[config.mk]
export PLATFORM = sky130hd
export DESIGN_NAME = bolge_sched
export DESIGN_NICKNAME = d
export VERILOG_FILES = /design/src/rtl/bolge_pkg.sv /design/src/rtl/bolge_hold.sv /design/src/rtl/bolge_sched.sv
export SDC_FILE = /design/constraint.sdc
export NUM_CORES = 1
export LEC_CHECK = 0
export ABC_AREA = 1
export CAP_MARGIN = 40
export CORE_MARGIN = 2
export CORE_UTILIZATION = 54
export DETAILED_ROUTE_END_ITERATION = 10
export PLACE_DENSITY_LB_ADDON = 0.2
export SLEW_MARGIN = 15
export SYNTH_ARGS = -nofsm -noshare
export SYNTH_HDL_FRONTEND = slang
export SYNTH_HIERARCHICAL = 1
export SYNTH_SLANG_ARGS = --single-unit
[constraint.sdc]
create_clock -name clk -period 1.4 [get_ports clk]
set_clock_uncertainty 0.05 [all_clocks]
set_input_delay 0.28 -clock clk [delete_from_list [all_inputs] [get_ports clk]]
set_output_delay 0.28 -clock clk [all_outputs]
set_load 0.02 [all_outputs]
[src/rtl/bolge_pkg.sv]
// bolge_pkg: shared definitions for the bolge zone scheduler.
// Contents:
//   state_e     scheduler state enum, with the encoding driven on state_o
//   G_*         mode-select encodings of the g input
//   next_state  maps the global enable and the mode select to the next state
package bolge_pkg;

  typedef enum logic [1:0] {
    BYPASS = 2'd0,
    ALL_ON = 2'd1,
    REQ    = 2'd2,
    SCAN   = 2'd3
  } state_e;

  localparam logic [1:0] G_ALL_LO = 2'b00;
  localparam logic [1:0] G_REQ    = 2'b01;
  localparam logic [1:0] G_SCAN   = 2'b10;
  localparam logic [1:0] G_ALL_HI = 2'b11;

  // A low global enable always wins over the mode select.
  // Both "all on" encodings map to the same state, so toggling between
  // them causes no state change.
  function automatic state_e next_state(input logic y, input logic [1:0] g);
    state_e ns;
    ns = BYPASS;
    if (!y) begin
      ns = BYPASS;
    end else begin
      case (g)
        G_REQ:   ns = REQ;
        G_SCAN:  ns = SCAN;
        G_ALL_LO,
        G_ALL_HI: ns = ALL_ON;
        default: ns = ALL_ON;
      endcase
    end
    return ns;
  endfunction

endpackage

[src/rtl/bolge_hold.sv]
// bolge_hold: hold counter for one zone.
// Ports:
//   clk, rst_n  clock and asynchronous active-low reset
//   en          high when the scheduler's next state is REQ; low clears the counter
//   req         this zone's request
//   b_o         zone drive contribution: req OR (counter != 0), using the
//               counter value before this cycle's update
// Behaviour:
//   A request loads the counter with HOLD. Otherwise a nonzero counter
//   counts down by one and stops at zero.
module bolge_hold #(
  parameter int HOLD = 8
) (
  input  logic clk,
  input  logic rst_n,
  input  logic en,
  input  logic req,
  output logic b_o
);

  localparam int CW = $clog2(HOLD + 1);
  localparam logic [CW-1:0] CNT_ZERO = {CW{1'b0}};
  localparam logic [CW-1:0] CNT_ONE  = CW'(1);
  localparam logic [CW-1:0] CNT_HOLD = CW'(HOLD);

  logic [CW-1:0] cnt_q;
  logic [CW-1:0] cnt_d;

  // Next counter value: load on request, count down to zero, clear outside REQ.
  always_comb begin
    cnt_d = CNT_ZERO;
    if (!en) begin
      cnt_d = CNT_ZERO;
    end else if (req) begin
      cnt_d = CNT_HOLD;
    end else if (cnt_q != CNT_ZERO) begin
      cnt_d = cnt_q - CNT_ONE;
    end else begin
      cnt_d = CNT_ZERO;
    end
  end

  assign b_o = req | (cnt_q != CNT_ZERO);

  // Counter register.
  always_ff @(posedge clk or negedge rst_n) begin
    if (!rst_n) begin
      cnt_q <= CNT_ZERO;
    end else begin
      cnt_q <= cnt_d;
    end
  end

endmodule

[src/rtl/bolge_sched.sv]
// bolge_sched: zone drive scheduler with BYPASS, ALL_ON, REQ and SCAN modes.
// Ports:
//   clk, rst_n  clock and asynchronous active-low reset
//   y           global enable; 0 selects BYPASS, which drives every zone on
//   g           mode select: 00/11 ALL_ON, 01 REQ, 10 SCAN
//   r           per-zone requests, used in REQ mode only
//   b           registered per-zone drive
//   state_o     current state (BYPASS=0, ALL_ON=1, REQ=2, SCAN=3)
//   scan_idx    zone being driven in SCAN; 0 in every other state
// Timing:
//   All outputs are registered from the next-state values, so the response to
//   an input appears one cycle after it is sampled.
module bolge_sched
  import bolge_pkg::*;
#(
  parameter int N     = 4,
  parameter int HOLD  = 8,
  parameter int DWELL = 4
) (
  input  logic                 clk,
  input  logic                 rst_n,
  input  logic                 y,
  input  logic [1:0]           g,
  input  logic [N-1:0]         r,
  output logic [N-1:0]         b,
  output logic [1:0]           state_o,
  output logic [$clog2(N)-1:0] scan_idx
);

  localparam int IW = $clog2(N);
  localparam int DW = (DWELL > 1) ? $clog2(DWELL) : 1;
  localparam logic [IW-1:0] IDX_ZERO   = {IW{1'b0}};
  localparam logic [IW-1:0] IDX_ONE    = IW'(1);
  localparam logic [IW-1:0] IDX_LAST   = IW'(N - 1);
  localparam logic [DW-1:0] DWELL_ZERO = {DW{1'b0}};
  localparam logic [DW-1:0] DWELL_ONE  = DW'(1);
  localparam logic [DW-1:0] DWELL_LAST = DW'(DWELL - 1);
  localparam logic [N-1:0]  B_ZERO     = {N{1'b0}};
  localparam logic [N-1:0]  B_ONES     = {N{1'b1}};
  localparam logic [N-1:0]  B_BIT0     = {{(N-1){1'b0}}, 1'b1};

  state_e        state_q;
  state_e        state_d;
  logic [IW-1:0] idx_q;
  logic [IW-1:0] idx_d;
  logic [DW-1:0] dwell_q;
  logic [DW-1:0] dwell_d;
  logic [N-1:0]  b_q;
  logic [N-1:0]  b_d;
  logic [N-1:0]  hold_b;
  logic          hold_en;

  // Next state from the enable and the mode select.
  always_comb begin
    state_d = next_state(y, g);
  end

  // The hold counters run only while the next state is REQ.
  // Any other next state clears them on the same edge.
  assign hold_en = (state_d == REQ);

  for (genvar gi = 0; gi < N; gi++) begin : g_hold
    bolge_hold #(.HOLD(HOLD)) u_hold (
      .clk   (clk),
      .rst_n (rst_n),
      .en    (hold_en),
      .req   (r[gi]),
      .b_o   (hold_b[gi])
    );
  end

  // Scan pointer and dwell count.
  // Entering SCAN starts at zone 0 with a fresh dwell count. dwell_q counts
  // the cycles already spent on the current zone, minus one.
  always_comb begin
    idx_d   = IDX_ZERO;
    dwell_d = DWELL_ZERO;
    if (state_d != SCAN) begin
      idx_d   = IDX_ZERO;
      dwell_d = DWELL_ZERO;
    end else if (state_q != SCAN) begin
      idx_d   = IDX_ZERO;
      dwell_d = DWELL_ZERO;
    end else if (dwell_q == DWELL_LAST) begin
      dwell_d = DWELL_ZERO;
      if (idx_q == IDX_LAST) begin
        idx_d = IDX_ZERO;
      end else begin
        idx_d = idx_q + IDX_ONE;
      end
    end else begin
      dwell_d = dwell_q + DWELL_ONE;
      idx_d   = idx_q;
    end
  end

  // Output mux, selected by the next state.
  always_comb begin
    b_d = B_ONES;
    case (state_d)
      BYPASS:  b_d = B_ONES;
      ALL_ON:  b_d = B_ONES;
      REQ:     b_d = hold_b;
      SCAN:    b_d = B_BIT0 << idx_d;
      default: b_d = B_ONES;
    endcase
  end

  // State, scan and output registers.
  always_ff @(posedge clk or negedge rst_n) begin
    if (!rst_n) begin
      state_q <= BYPASS;
      idx_q   <= IDX_ZERO;
      dwell_q <= DWELL_ZERO;
      b_q     <= B_ZERO;
    end else begin
      state_q <= state_d;
      idx_q   <= idx_d;
      dwell_q <= dwell_d;
      b_q     <= b_d;
    end
  end

  assign b        = b_q;
  assign state_o  = state_q;
  assign scan_idx = idx_q;

endmodule
# Word level (Yosys, flattened, before mapping)
# Index checks and enable logic that the tools add are counted.
# totals
romBits,0
register_bits,26
latch_bits,0
word_cells,59
out_inout_bits,8
input_bits,9
n_memories,0
mem_bits_rw,0
# op_classes
shifts,1
mul,0
div_mod_pow,0
muxes,22
order_cmp,0
bitwise_logic,4
eq_ne,10
n_reduce_logical,8
n_addsub,6
# ops
cell,count
$mux W4,12
$mux W2,8
$reduce_bool A4 Y1,4
$sub A4 B1 Y4 const B,4
$eq A2 B2 Y1 const B,6
$pmux W4 S3,1
$pmux W2 S3,1
$add A2 B1 Y2 const B,2
$eq A2 B1 Y1 const B,2
$logic_not A2 Y1,2
$ne A2 B2 Y1 const B,2
$or A1 B1 Y1,4
$reduce_or A2 Y1,2
$shl A1 B2 Y4 const A,1

# Logic depth before layout (Yosys ltp)
# logic_depth
depth_word,8
mapped_depth,8
depth_no_buf,8

# By module
# Netlist, hierarchy kept.
# by_module_without_submodules
mod,n_inst,seq_area_each_um2,cells_per_inst,area_each_um2
bolge_hold,4,100.1,27,219.0
bolge_sched,1,250.2,58,510.5

# Worst setup path before layout
# OpenSTA, ideal clock, no wires.
# synth_path
kind,flip-flop to flip-flop
startpoint,"register idx_q[0], in the netlist scan_idx[0]"
endpoint,"register b_q[2], in the netlist b[2]"
arrival_ns,1.108
t_required_ns,1.230
path_stages_with_launch,8
period_less_slack_ns,1.278
setup_ns,0.120
path_buffers,0
path_slack_ns,0.122
cell_sequence,dfrtp_1 ha_1 nand2_1 nand2_1 nand2_2 nor2_4 nand2_1 nand2_1
# synth_between
elab_chain_len,7
word_cells_on_any_way,8
classes_between,1 x add/sub; 1 x eq/ne; 1 x shift; 5 x mux
# synth_lines
element,line,text
"start, declared",bolge_sched.sv:44,logic [IW-1:0] idx_q;
"start signal, assigned",bolge_sched.sv:118,idx_q <= idx_d;
$add A2 B1 Y2 or $eq A2 B2 Y1 (tied branches),"bolge_sched.sv:89, bolge_sched.sv:86",
$mux W2 (*),bolge_sched.sv:86,if (idx_q == IDX_LAST) begin
$mux W2 (*),bolge_sched.sv:84,end else if (dwell_q == DWELL_LAST) begin
$mux W2 (*),bolge_sched.sv:81,end else if (state_q != SCAN) begin
$mux W2 (*),bolge_sched.sv:78,if (state_d != SCAN) begin
via idx_d[1],bolge_sched.sv:45,logic [IW-1:0] idx_d;
$shl A1 B2 Y4 (*),bolge_sched.sv:104,SCAN: b_d = B_BIT0 << idx_d;
$pmux W4 S3 (*),bolge_sched.sv:100,case (state_d)
via b_d[2],bolge_sched.sv:49,logic [N-1:0] b_d;
"end signal, assigned",bolge_sched.sv:115,b_q <= B_ZERO;
"end signal, assigned",bolge_sched.sv:120,b_q <= b_d;
"end, declared",bolge_sched.sv:48,logic [N-1:0] b_q;
# Mark *: on every way through the listed nets, which the timed path passes. The rest lies on a longest branch.

# Final worst setup path
# layout_path
startpoint,"register state_q[1], in the netlist state_o[1]"
endpoint,output state_o[1]
# layout_lines
element,line,text
"start, declared",bolge_sched.sv:42,state_e state_q;
"start signal, assigned",bolge_sched.sv:117,state_q <= state_d;
"end, declared",bolge_sched.sv:26,"output logic [1:0] state_o,"
# No word-level cell between the ends.

==> flow_metrics.py <==
metrics = {
    "place": {
        "io_buffers": 16,
        "dp_cells": 218,
        "gp_congestion": 0.773,
        "dpl-instance-area_sq_mm": 0.00164,
        "dp_hpwl_microns": 1940,
    },
    "sta": {
        "min_period_ns": 1.34,
        "report.final.slew_viol_count": 0,
        "slew-limit-headroom_pct": 85.1,
        "timing.fmax_mhz": 745,
        "rsz0062_at_grt": "no",
        "setup_viol": 0,
        "worst_pin_slew_ns": 0.221,
        "hold_viol": 0,
        "tns_ns": 0,
        "fin_crit_sh_pct": 95.9,
    },
    "pwr": {
        "clock_power_share_pct": 28.0,
        "power.density_mw_per_mm2": 791,
        "combPwrFrac_pct": 13.4,
        "swShare_pct": 24.4,
        "p_seq_share_pct": 58.6,
        "power.ir.vdd_worst_mv": 0.641,
        "netSwitchingPower_uw": 325,
        "p_total_mw": 1.33,
        "cell_internal_pwr_mw": 1.01,
        "power.leakage_nw": 0.927,
    },
    "cells_and_area": {
        "syn2layout_area_growth_pct": 21.3,
        "drive_above_1_share_pct": 17.2,
        "final_cell_count_no_fill": 222,
        "fin_util_pct": 68.5,
        "n_antenna_cell": 0,
        "design_area_sq_mm": 0.00168,
        "nets": 214,
    },
    "clock_tree": {
        "clk_pin_slew_worst_paths_ns": 0.14,
        "cts_tree": "done",
        "htreeDepth": 1,
        "cts_max_path_buffers": 2,
        "clock_sinks": 26,
        "cts-buffers-inserted": 3,
        "holdBufCountCts": 0,
        "root_buffer": "clkbuf_4",
        "clk_latency_ns": 0.32,
    },
    "worst_setup_path": {
        "crit_path_max_fanout": 2,
        "arrival_ns": 1.01,
        "cp-start-kind": "register",
        "worstReg2RegStart": "dwell_q[0]",
        "slowest_stage": "dfrtp_1",
        "path_buf_inv": 1,
        "crit_family": "flip-flops",
        "cp_cell_sequence": "clkdlybuf4s15_1",
        "max_stage_delay_ns": 0.41,
        "r2r_end": "b[2]",
        "critPathKind": "reg2out",
        "crit_required_ns": 1.07,
        "worstRegToRegCells": 8,
        "cp-end-kind": "output port",
        "r2r_setup_slack_ns": 0.13,
    },
    "logic_synthesis": {
        "syn_area_sq_mm": 0.00139,
        "synth-seq-area-share_pct": 46.9,
        "postSynthAreaPerCell_sq_um": 8.35,
        "syn-num-nets": 187,
        "synth_warnings": 6,
        "synth_cell_types": 15,
        "ys_ff_latch": 26,
        "synth_cells": 166,
    },
    "floorplanning": {
        "die_x_microns": 54.7,
        "core_sq_mm": 0.00245,
        "io_pins": 17,
        "chipHeight_microns": 54.7,
        "die-area_sq_mm": 0.00299,
        "start_util_pct": 56.5,
        "std_cell_rows": 18,
    },
    "global_routing": {
        "overflow": 0,
        "antenna_found_initial": 0,
        "grt_max_degree": 27,
        "grt_usage_pct": 20.1,
        "grt_pass1_wl_microns": 4170,
        "grt_pass1_vias": 1037,
    },
    "detailed_routing": {
        "via_per_inst": 5.01,
        "wl_per_cell_microns": 11.3,
        "drc_errors": 0,
        "routed_wl_microns": 2510,
        "firstDrtPassIters": 4,
        "initialDrtViolationCount": 11,
        "ant_nets": 0,
        "vias": 1112,
    },
    "outcome": {
        "outcome": "finished, final reports clean",
    },
    "flow_run": {
        "maxCapViolCount": 0,
    },
    "min_path": {
        "hp-class": "in2async",
    },
}
## per-stage QoR
| step | setup slack, ns | hold slack, ns |
|---|---|---|
| CTS | 0.00204 | 0.237 |
| global placement | -0.266 | 0.389 |
| floorplan | 0.122 | -0.0656 |
| global route | 0.000777 | 0.227 |
| detailed placement | -0.338 | 0.395 |
| finish | 0.0579 | 0.238 |
## synthesized netlist by cell type (all sizes together)
cell type	count	area, sq um
nand2	37	149
dfrtp	26	651
nand3	18	90.1
nor4	1	6.26
a21oi	4	35.0
nor2	30	136
ha	12	150
inv	29	109
xnor2	4	35.0
o21ai	5	25.0
## registers in the layout (all words and copies together) (netlist names)
name and count:
scan_idx 2, b 4, dwell_q 2, g_hold.u_hold/cnt_q 16, state_o 2
## worst register-to-register path: cells and delay by family (launching register included)
| family | cells | cell delay (ns) |
|---|---|---|
| buffers and inverters | 1 | 0.07 |
| adders and majority gates | 1 | 0.22 |
| and+or+nand+nor | 6 | 0.46 |
| DFF | 1 | 0.41 |
## cells in the final DEF (no fill, tap or decap), drive strengths merged
cell type      instances
nand2                 37
nor2                  30
inv                   29
dfrtp                 26
nand3                 18
ha                    12
clkbuf                 8
clkdlybuf4s50          7
buf                    6
o21ai                  5
xnor2                  4
a21oi                  4
clkdlybuf4s15          2
dlygate4sd2            2
nor4                   1
dlymetal6s2s           1
## cell families after synthesis
| group | after synthesis | share of synthesized area (%) |
|---|---|---|
| xor gates and xnor gates | 4 | 2.53 |
| DFF | 26 | 46.9 |
| AOI/OAI and AO/OA | 9 | 4.33 |
| buffers and inverters | 29 | 7.85 |
| and+or+nand+nor | 86 | 27.5 |
| adders and majority gates | 12 | 10.8 |
## layer usage
metal | vias to the layer above | track usage, % | routed length, microns
met5 | - | 0 | 0
met4 | 0 | 12.5 | 70
met3 | 6 | 2.46 | 104
met2 | 28 | 35.9 | 1260
met1 | 519 | 22.3 | 1080
li1 | 559 | - | -
## power by group through the flow
| stage | combinational, mW | clock (mW) | sequential, mW |
|---|---|---|---|
| 2_1_floorplan | 0.0648 | 0 | 0.811 |
| 3_3_place_gp | 0.176 | 0 | 0.793 |
| 3_5_place_dp | 0.180 | 0 | 0.795 |
| 4_1_cts | 0.171 | 0.391 | 0.780 |
| 5_1_grt | 0.198 | 0.425 | 0.783 |
| 6_report | 0.178 | 0.373 | 0.780 |
## how the worst max path moves through the flow
stage | startpoint | to | slack (ns) | depth (start not counted)
after global placement | g[1] | b[2] | -0.27 | 8
after CTS | g[1] | b[2] | 0.002 | 9
after floorplan | scan_idx[0] | b[2] | 0.12 | 7
final | state_o[1] | state_o[1] | 0.06 | 1
after detailed placement | g[1] | b[2] | -0.34 | 9
after global routing | state_o[1] | state_o[1] | 0.0008 | 1
## timing repair
action,CTS,global route
buffers inserted,0,0
gates cloned,0,0
setup endpoints to repair,8,19
pin swaps,0,1
gates resized for setup,10,16
## cell type report
class | count | area, sq um
fill | 198 | 773
sequential | 26 | 651
multi-input combinational | 111 | 651
timing repair buffer | 22 | 198
inverter | 29 | 109
tap | 30 | 37.5
clock buffer | 4 | 36.3
No activity file was read; power rests on OpenSTA's default activity.
